## src/rtl/cache_port_arbiter_pkg.sv

```systemverilog
// Shared encodings for the two-port cache arbiter and the cache controller it feeds.
// Command and FSM encodings live here so both sides agree on the wire values.
package cache_port_arbiter_pkg;

  localparam int NUM_PORTS = 2;

  typedef enum logic [1:0] {
    CTRL_CLR = 2'b00,
    CTRL_NOP = 2'b01,
    CTRL_RD  = 2'b10,
    CTRL_WR  = 2'b11
  } ctrl_e;

  typedef enum logic [2:0] {
    S_IDLE    = 3'd0,
    S_ISSUE   = 3'd1,
    S_WAIT    = 3'd2,
    S_CLRWAIT = 3'd3,
    S_DONE    = 3'd4
  } state_e;

  // A no-op command is never worth arbitrating for.
  function automatic logic eligible(input logic req, input logic [1:0] ctrl);
    return req && (ctrl != CTRL_NOP);
  endfunction

endpackage

```

## src/rtl/cache_port_arbiter_if.sv

```systemverilog
// Bundle of requester-side and cache-controller-side signals of the arbiter.
// slave = arbiter view, master = requesters plus cache controller.
interface cache_port_arbiter_if #(
  parameter int ramWidth = 8,
  parameter int addrSize = 8
);
  logic                req0, req1;
  logic [1:0]          ctrl0, ctrl1;
  logic                ind0, ind1;
  logic [addrSize-1:0] addr0, addr1;
  logic [ramWidth-1:0] wdata0, wdata1;
  logic                gnt0, gnt1;
  logic                done0, done1;
  logic [ramWidth-1:0] rdata0, rdata1;
  logic                err;
  logic [1:0]          cc_ctrl;
  logic                cc_indirect;
  logic [addrSize-1:0] cc_addr;
  logic [ramWidth-1:0] cc_dataIn;
  logic                cc_outputReady;
  logic [ramWidth-1:0] cc_dataOut;

  modport slave (
    input  req0, req1, ctrl0, ctrl1, ind0, ind1, addr0, addr1, wdata0, wdata1,
    input  cc_outputReady, cc_dataOut,
    output gnt0, gnt1, done0, done1, rdata0, rdata1, err,
    output cc_ctrl, cc_indirect, cc_addr, cc_dataIn
  );

  modport master (
    output req0, req1, ctrl0, ctrl1, ind0, ind1, addr0, addr1, wdata0, wdata1,
    output cc_outputReady, cc_dataOut,
    input  gnt0, gnt1, done0, done1, rdata0, rdata1, err,
    input  cc_ctrl, cc_indirect, cc_addr, cc_dataIn
  );
endinterface

```

## src/rtl/rr_arb2.sv

```systemverilog
// Two-way round-robin pick: the port granted last loses a tie.
// A lone requester always wins; with no request the output is meaningless.
module rr_arb2 (
  input  logic [1:0] req,
  input  logic       last,
  output logic       winner
);
  always_comb begin
    winner = 1'b0;
    unique case (req)
      2'b01:   winner = 1'b0;
      2'b10:   winner = 1'b1;
      2'b11:   winner = ~last;
      default: winner = 1'b0;
    endcase
  end
endmodule

```

## src/rtl/cache_port_arbiter.sv

```systemverilog
// Round-robin arbiter sharing one cache controller between fetch (port 0) and data (port 1).
// One command in flight at a time; completion or timeout returns a done pulse to the owner.
module cache_port_arbiter
  import cache_port_arbiter_pkg::*;
#(
  parameter int ramWidth = 8,
  parameter int addrSize = 8,
  parameter int TIMEOUT  = 64
) (
  input logic                 clk,
  input logic                 rst_n,
  cache_port_arbiter_if.slave bus
);

  localparam int CW = (TIMEOUT > 1) ? $clog2(TIMEOUT) : 1;

  state_e state, state_nxt;

  logic [NUM_PORTS-1:0]               req_v, elig, ind_v;
  logic [NUM_PORTS-1:0][1:0]          ctrl_v;
  logic [NUM_PORTS-1:0][addrSize-1:0] addr_v;
  logic [NUM_PORTS-1:0][ramWidth-1:0] wdata_v;
  logic [NUM_PORTS-1:0][ramWidth-1:0] rdata_q;

  logic                winner, last, owner, grant;
  ctrl_e               cmd_ctrl;
  logic                cmd_ind;
  logic [addrSize-1:0] cmd_addr;
  logic [ramWidth-1:0] cmd_wdata;
  logic [CW-1:0]       cnt;
  logic                err_q;
  logic                ready_hit, timeout_hit;

  assign req_v   = {bus.req1,   bus.req0};
  assign ctrl_v  = {bus.ctrl1,  bus.ctrl0};
  assign ind_v   = {bus.ind1,   bus.ind0};
  assign addr_v  = {bus.addr1,  bus.addr0};
  assign wdata_v = {bus.wdata1, bus.wdata0};

  for (genvar p = 0; p < NUM_PORTS; p++) begin : g_elig
    assign elig[p] = eligible(req_v[p], ctrl_v[p]);
  end

  rr_arb2 u_rr (
    .req    (elig),
    .last   (last),
    .winner (winner)
  );

  // Grant is combinational in IDLE; gated by rst_n so it is quiet during reset.
  assign grant       = rst_n && (state == S_IDLE) && (|elig);
  assign ready_hit   = (state == S_WAIT) && bus.cc_outputReady;
  // A strobe arriving on the last allowed cycle wins over the timeout.
  assign timeout_hit = (state == S_WAIT) && !bus.cc_outputReady && (cnt == CW'(TIMEOUT - 1));

  always_ff @(posedge clk or negedge rst_n) begin
    if (!rst_n) state <= S_IDLE;
    else        state <= state_nxt;
  end

  always_comb begin
    state_nxt = state;
    unique case (state)
      S_IDLE:    if (|elig) state_nxt = S_ISSUE;
      S_ISSUE:   state_nxt = (cmd_ctrl == CTRL_CLR) ? S_CLRWAIT : S_WAIT;
      S_WAIT:    if (ready_hit || timeout_hit) state_nxt = S_DONE;
      S_CLRWAIT: state_nxt = S_DONE;
      S_DONE:    state_nxt = S_IDLE;
      default:   state_nxt = S_IDLE;
    endcase
  end

  // Command registers; last starts at 1 so port 0 wins the first tie.
  always_ff @(posedge clk or negedge rst_n) begin
    if (!rst_n) begin
      last      <= 1'b1;
      owner     <= 1'b0;
      cmd_ctrl  <= CTRL_NOP;
      cmd_ind   <= 1'b0;
      cmd_addr  <= '0;
      cmd_wdata <= '0;
    end else if (grant) begin
      last      <= winner;
      owner     <= winner;
      cmd_ctrl  <= ctrl_e'(ctrl_v[winner]);
      cmd_ind   <= ind_v[winner];
      cmd_addr  <= addr_v[winner];
      cmd_wdata <= wdata_v[winner];
    end
  end

  always_ff @(posedge clk or negedge rst_n) begin
    if (!rst_n)                 cnt <= '0;
    else if (state == S_ISSUE)  cnt <= '0;
    else if (state == S_WAIT)   cnt <= cnt + CW'(1);
  end

  always_ff @(posedge clk or negedge rst_n) begin
    if (!rst_n) begin
      err_q   <= 1'b0;
      rdata_q <= '0;
    end else begin
      if (timeout_hit) err_q <= 1'b1;
      if (ready_hit && cmd_ctrl == CTRL_RD) rdata_q[owner] <= bus.cc_dataOut;
    end
  end

  always_comb begin
    bus.cc_ctrl = CTRL_NOP;
    if (state == S_ISSUE || state == S_WAIT) bus.cc_ctrl = cmd_ctrl;
  end

  assign bus.cc_indirect = cmd_ind;
  assign bus.cc_addr     = cmd_addr;
  assign bus.cc_dataIn   = cmd_wdata;

  assign bus.gnt0   = grant && !winner;
  assign bus.gnt1   = grant &&  winner;
  assign bus.done0  = (state == S_DONE) && !owner;
  assign bus.done1  = (state == S_DONE) &&  owner;
  assign bus.rdata0 = rdata_q[0];
  assign bus.rdata1 = rdata_q[1];
  assign bus.err    = err_q;

endmodule

```

## src/flat_wrapper.sv

```systemverilog
// flat-port wrapper written by rule: the top's interface ports become plain ports
module cache_port_arbiter_flat import cache_port_arbiter_pkg::*;
#(
  parameter int ramWidth = 8,
  parameter int addrSize = 8,
  parameter int TIMEOUT  = 64
)
  (clk, rst_n, bus_req0, bus_req1, bus_ctrl0, bus_ctrl1, bus_ind0, bus_ind1, bus_addr0, bus_addr1, bus_wdata0, bus_wdata1, bus_cc_outputReady, bus_cc_dataOut, bus_gnt0, bus_gnt1, bus_done0, bus_done1, bus_rdata0, bus_rdata1, bus_err, bus_cc_ctrl, bus_cc_indirect, bus_cc_addr, bus_cc_dataIn);
  cache_port_arbiter_if #(.ramWidth(ramWidth), .addrSize(addrSize)) bus_i ();
  input logic clk;
  input logic rst_n;
  input wire logic [$bits(bus_i.req0)-1:0] bus_req0;
  input wire logic [$bits(bus_i.req1)-1:0] bus_req1;
  input wire logic [$bits(bus_i.ctrl0)-1:0] bus_ctrl0;
  input wire logic [$bits(bus_i.ctrl1)-1:0] bus_ctrl1;
  input wire logic [$bits(bus_i.ind0)-1:0] bus_ind0;
  input wire logic [$bits(bus_i.ind1)-1:0] bus_ind1;
  input wire logic [$bits(bus_i.addr0)-1:0] bus_addr0;
  input wire logic [$bits(bus_i.addr1)-1:0] bus_addr1;
  input wire logic [$bits(bus_i.wdata0)-1:0] bus_wdata0;
  input wire logic [$bits(bus_i.wdata1)-1:0] bus_wdata1;
  input wire logic [$bits(bus_i.cc_outputReady)-1:0] bus_cc_outputReady;
  input wire logic [$bits(bus_i.cc_dataOut)-1:0] bus_cc_dataOut;
  output wire logic [$bits(bus_i.gnt0)-1:0] bus_gnt0;
  output wire logic [$bits(bus_i.gnt1)-1:0] bus_gnt1;
  output wire logic [$bits(bus_i.done0)-1:0] bus_done0;
  output wire logic [$bits(bus_i.done1)-1:0] bus_done1;
  output wire logic [$bits(bus_i.rdata0)-1:0] bus_rdata0;
  output wire logic [$bits(bus_i.rdata1)-1:0] bus_rdata1;
  output wire logic [$bits(bus_i.err)-1:0] bus_err;
  output wire logic [$bits(bus_i.cc_ctrl)-1:0] bus_cc_ctrl;
  output wire logic [$bits(bus_i.cc_indirect)-1:0] bus_cc_indirect;
  output wire logic [$bits(bus_i.cc_addr)-1:0] bus_cc_addr;
  output wire logic [$bits(bus_i.cc_dataIn)-1:0] bus_cc_dataIn;
  assign bus_i.req0 = bus_req0;
  assign bus_i.req1 = bus_req1;
  assign bus_i.ctrl0 = bus_ctrl0;
  assign bus_i.ctrl1 = bus_ctrl1;
  assign bus_i.ind0 = bus_ind0;
  assign bus_i.ind1 = bus_ind1;
  assign bus_i.addr0 = bus_addr0;
  assign bus_i.addr1 = bus_addr1;
  assign bus_i.wdata0 = bus_wdata0;
  assign bus_i.wdata1 = bus_wdata1;
  assign bus_i.cc_outputReady = bus_cc_outputReady;
  assign bus_i.cc_dataOut = bus_cc_dataOut;
  assign bus_gnt0 = bus_i.gnt0;
  assign bus_gnt1 = bus_i.gnt1;
  assign bus_done0 = bus_i.done0;
  assign bus_done1 = bus_i.done1;
  assign bus_rdata0 = bus_i.rdata0;
  assign bus_rdata1 = bus_i.rdata1;
  assign bus_err = bus_i.err;
  assign bus_cc_ctrl = bus_i.cc_ctrl;
  assign bus_cc_indirect = bus_i.cc_indirect;
  assign bus_cc_addr = bus_i.cc_addr;
  assign bus_cc_dataIn = bus_i.cc_dataIn;
  cache_port_arbiter #(.ramWidth(ramWidth), .addrSize(addrSize), .TIMEOUT(TIMEOUT)) u_core (.clk(clk), .rst_n(rst_n), .bus(bus_i));
endmodule
```

## config.mk

```make
export PLATFORM = sky130hd
export DESIGN_NAME = cache_port_arbiter_flat
export DESIGN_NICKNAME = d
export VERILOG_FILES = /design/src/rtl/cache_port_arbiter_pkg.sv /design/src/rtl/cache_port_arbiter_if.sv /design/src/rtl/rr_arb2.sv /design/src/rtl/cache_port_arbiter.sv /design/src/flat_wrapper.sv
export SDC_FILE = /design/constraint.sdc
export NUM_CORES = 1
export LEC_CHECK = 0
export ABC_AREA = 1
export CAP_MARGIN = 20
export CORE_MARGIN = 5
export CORE_UTILIZATION = 35
export CTS_BUF_LIST = sky130_fd_sc_hd__clkbuf_4
export DETAILED_ROUTE_END_ITERATION = 16
export PLACE_DENSITY_LB_ADDON = 0.1
export SLEW_MARGIN = 20
export SYNTH_ARGS = -nofsm -noshare
export SYNTH_HDL_FRONTEND = slang
export SYNTH_SLANG_ARGS = --single-unit
export TNS_END_PERCENT = 5
```

## constraint.sdc

```tcl
create_clock -name clk -period 2.55 [get_ports clk]
set_input_delay 0.51 -clock clk [delete_from_list [all_inputs] [get_ports clk]]
set_output_delay 0.51 -clock clk [all_outputs]
set_load 0.03 [all_outputs]
```

Word level (Yosys, flattened, before mapping)
Cells that the tools add are included.
- word-level logic and storage cells: 70
- output and inout port bits: 40
- input port bits: 51
- register bits after elaboration: 47
- magnitude comparators: 3
- add/sub/neg operators: 1
- bitwise gates (word level): 1
- reductions and logical operators: 23
- muxes and demuxes: 19
- eq/ne operators: 12
- operators with widths (kind ; number):
    $mux 8 ; 5
    $bwmux 16 ; 1
    $logic_and 1x1->1 ; 13
    $mux 6 ; 2
    $pmux 3 s4 ; 1
    $demux 8 s1 ; 1
    $add 6x1->6 const B ; 1
    $eq 2x2->1 const B ; 3
    $eq 3x2->1 const B ; 2
    $eq 6x6->1 const B ; 1
    $mux 2 ; 3
    $mux 3 ; 2
    $lt 1x2->1 const B ; 2
    $ne 2x1->1 const B ; 2
    $ne 2x2->1 const B ; 2
    $eq 3x1->1 const B ; 1
    $eq 3x3->1 const B ; 1
    $logic_not 1->1 ; 3
    $logic_not 3->1 ; 1
    $mux 1 ; 3
    $logic_not 2->1 ; 1
    $logic_or 1x1->1 ; 2
    $pmux 1 s2 ; 1
    $reduce_and 2->1 ; 1
    4 further kinds ; 4

Depth between registers and ports, before layout
- word-level depth: 6
- mapped depth: 9
- mapped depth without buffers: 8

By module
From an unflattened synthesis, not the netlist that was laid out.
- cell total of the unflattened synthesis: 316
- area total of the unflattened synthesis: 2339.7 um^2
- modules (own cells, without submodules) (module ; seq. area each (um^2) ; area an instance (um^2) ; cells an instance ; instances):
    cache_port_arbiter ; 1178.6 ; 2327.2 ; 314 ; 1
    rr_arb2 ; 0.0 ; 12.5 ; 2 ; 1

Least setup slack after synthesis
OpenSTA, ideal clock, no wires.
- kind: input port to output port
- from: input bus_ctrl0[1]
- to: output bus_gnt0
- slack: 547 ps
- buffers on the path: 1
- arrival time: 1493 ps
- stages on the path: 7
- data required time: 2040 ps
- path through: inv_1 nand2_1 nand3_1 nand2_1 clkbuf_1 inv_1 nor2_1
- word-level cells in the longest chain between the ends: 6
- elaborated cells on any way between the ends: 9
- those cells by class: eq/ne: 3; mux: 1; reduce/logical: 5
- ends and longest elaborated chain (element ; line ; source):
    start, declared ; flat_wrapper.sv:14 ; input wire logic [$bits(bus_i.ctrl0)-1:0] bus_ctrl0;
    $ne 2x1->1 * ; cache_port_arbiter_pkg.sv:24 ; return req && (ctrl != CTRL_NOP);
    $logic_and 1x1->1 * ; cache_port_arbiter_pkg.sv:24 ;
    $eq 2x2->1 ; rr_arb2.sv:10 ; unique case (req)
    $pmux 1 s2 ; rr_arb2.sv:10 ;
    $logic_not 1->1 ; cache_port_arbiter.sv:117 ; assign bus.gnt0 = grant && !winner;
    $logic_and 1x1->1 * ; cache_port_arbiter.sv:117 ;
    end, declared ; flat_wrapper.sv:24 ; output wire logic [$bits(bus_i.gnt0)-1:0] bus_gnt0;
Every way passes the cells marked *; elsewhere a longest branch is shown, timed or not.

Final worst setup path
- from: register u_core.state[0]
- to: output bus_done1
- word-level cells in the longest chain between the ends: 2
- ends and longest elaborated chain (element ; line ; source):
    start, declared ; cache_port_arbiter.sv:17 ; state_e state, state_nxt;
    start signal, assigned ; cache_port_arbiter.sv:58 ; else state <= state_nxt;
    $eq 3x3->1 ; cache_port_arbiter.sv:120 ; assign bus.done1 = (state == S_DONE) && owner;
    $logic_and 1x1->1 ; cache_port_arbiter.sv:120 ;
    end, declared ; flat_wrapper.sv:27 ; output wire logic [$bits(bus_i.done1)-1:0] bus_done1;
Every way passes these cells.

==> impl_metrics.yaml <==
timing:
  period_needed_ps: 2380
  finalSetupViolCount: 0
  fin_ws_ps: 175
  rsz0062_at_grt: "false"
  fmax_ghz: 0.421
  tightestPinTransition_ps: 579
  tns_ps: 0
  relSlewSlack: 0.614
  skew_ps: 15.2
  finalCritPeriodShare: 0.931
  drv_slew: 0
  finalHoldViolations: 0
clocking:
  post_cts_buffers: 0
  cts_sinks: 47
  cts_buffer_depth: 2
  path_clk_slew_ps: 150
  root_buffer: "clkbuf_4"
  clk_latency_ps: 380
  cts_tree: "done"
  cts_buffers: 5
  h-tree-depth: 2
worst_setup_path:
  r2r_cells: 4
  start_kind: "flip-flop"
  crit_arrival_ps: 1870
  worstSetupPathType: "reg2out"
  crit_required_ps: 2040
  critPathMaxFanout: 5
  end_kind: "output pin"
pwr:
  peakVddDrop_mv: 0.461
  p_total_mw: 3.48
  leakagePower_nw: 1.66
  power.density_nw_per_um2: 1040
placed_design:
  post-place-ws_ps: 382
  dp_cells: 454
  post-dp-hpwl_um: 4360
  gp_congestion: 0.756
  dpl_cell_area_um2: 3260
  portBuffers: 90
die:
  coreArea_um2: 6390
  die_h_um: 91.3
  ioPinCount: 91
  initial_core_util: 0.362
  die_w_um: 91.3
  die_area_um2: 8330
  std_cell_rows: 29
finish:
  nets: 437
  instances_no_fill: 463
  seq_area_um2: 1180
  multi_input_area_um2: 957
  nFillCells: 632
  stdcell_area_um2: 3350
  syn_to_final_growth_pct: 45.2
  drive_gt1_frac: 0.0803
  diodes: 0
global_routing:
  grt_pass1_wl_um: 10000
  grt_use_total: 0.148
  gr-total-overflow: 0
  antenna_found_initial: 0
  grt_max_degree: 46
  grt_pass1_vias: 2037
synthesis:
  synthCells: 292
  synth_edf_count: 0
  yosysTopAreaCell: "dfrtp_1"
  synth.area.top_cells: "dfrtp_1, nand2_1, nand3_1"
  synth_flop_cell: "dfrtp_1"
  ys_ff_latch: 47
  yosysSeqAreaShare: 0.510
  yosys_warnings: 0
  postSynth.asyncResetShare: 1.00
  synth_commonest_cells: "nand2_1, dfrtp_1, nand3_1, inv_1, o21ai_1"
  syn_nets: 344
  avgSynthCellArea_um2: 7.91
  synth_top_area_share: 0.487
  netlist_area_um2: 2310
  synthDistinctLibCells: 26
  synth.most_common_cell: "nand2_1"
routing:
  ant_nets: 0
  avgViaCountPerCell: 4.54
  drt_first_pass_iters: 4
  drt_iter0_drc: 87
  wirelength_um: 5980
  drc: 0
  wl_per_cell_um: 12.9
  vias: 2103
job:
  max-cap-violations: 0
outcome:
  outcome: "finished clean"
min_path:
  worstHoldPathType: "in2async"
==> worst paths after layout <==
check | start | slack (ps) | end
setup / recovery | u_core.state[0] | 170 | bus_done1
hold / removal | rst_n | 460 | u_core.bus.cc_dataIn[4]
setup reg to reg | u_core.state[0] | 940 | u_core.owner
hold reg to reg | u_core.last | 480 | u_core.last
max in group asynchronous | rst_n | 1300 | u_core.bus.cc_dataIn[1]
min in group clk | u_core.last | 480 | u_core.last
==> state kept, by name, summed over array words and instances (netlist names), 2 cells and up <==
name and flops:
u_core.bus.cc_addr 8, u_core.state 3, u_core.bus.rdata0 8, u_core.bus.cc_dataIn 8, u_core.cmd_ctrl 2, u_core.cnt 6
u_core.bus.rdata1 8
==> timing repair <==
action	4_1_cts	5_1_grt
setup endpoints to repair	2	0
gates resized for setup	2	0
hold buffers	1	0
endpoints found under the hold margin	2	0
==> power by group <==
part	leakage [nW]	internal, mW	switching, mW	total (mW)
logic	1.01	0.711	1.06	1.77
registers	0.610	1.04	0.201	1.24
clock network	0.0458	0.212	0.266	0.477
==> logic make-up (layout without fill, tap and decap cells) <==
logic type      after synthesis  after routing  synth area share
flops                        47             47             0.510
simple gates                182            182             0.344
compound gates               25             25            0.0574
fa+ha+maj                     1              1           0.00541
xor+xnor                      2              2           0.00758
buf+inv                      35            129            0.0758
==> placed cells by master (no fill, tap or decap), drive strengths merged <==
| cell | n |
|---|---|
| a21boi | 1 |
| buf | 10 |
| bufinv | 1 |
| clkbuf | 5 |
| clkdlybuf4s50 | 85 |
| clkinv | 1 |
| dfrtp | 45 |
| dfstp | 2 |
| dlygate4sd2 | 2 |
| dlygate4sd3 | 1 |
| ha | 1 |
| inv | 24 |
| nand2 | 139 |
| nand3 | 27 |
| nor2 | 13 |
| nor3 | 2 |
| o21ai | 21 |
| o21bai | 1 |
| o22ai | 2 |
| or2 | 1 |
| xnor2 | 1 |
| xor2 | 1 |
==> final cells by class <==
class | instances | share of cell area
multi-input cells | 210 | 0.285
inverters | 23 | 0.0257
well taps | 77 | 0.0287
repair buffers | 98 | 0.283
clock buffers | 5 | 0.0112
flip-flops and latches | 47 | 0.351
clock inverters | 3 | 0.0142
==> metal layers <==
layer / GRT usage / share of wire / up-vias
met4: 0.0562 / 0.027 / 0
met2: 0.222 / 0.45 / 66
li1: - / - / 1095
met1: 0.195 / 0.44 / 929
met5: 0 / 0 / -
met3: 0.0562 / 0.078 / 13
==> through the flow <==
step | utilization | hold slack, ps
after global placement | 0.511 | 332
after global routing | 0.525 | 468
after detailed placement | 0.511 | 334
after floorplan | - | 214
final | 0.525 | 461
after CTS | 0.525 | 445
==> worst max-delay path, stage by stage (launching register included) <==
cell and delay [ps]:
dfrtp_1 500, nor2_1 120, nand2_1 80, nor2_1 90, clkdlybuf4s50_1 700
No activity file was read; power rests on OpenSTA's default activity.
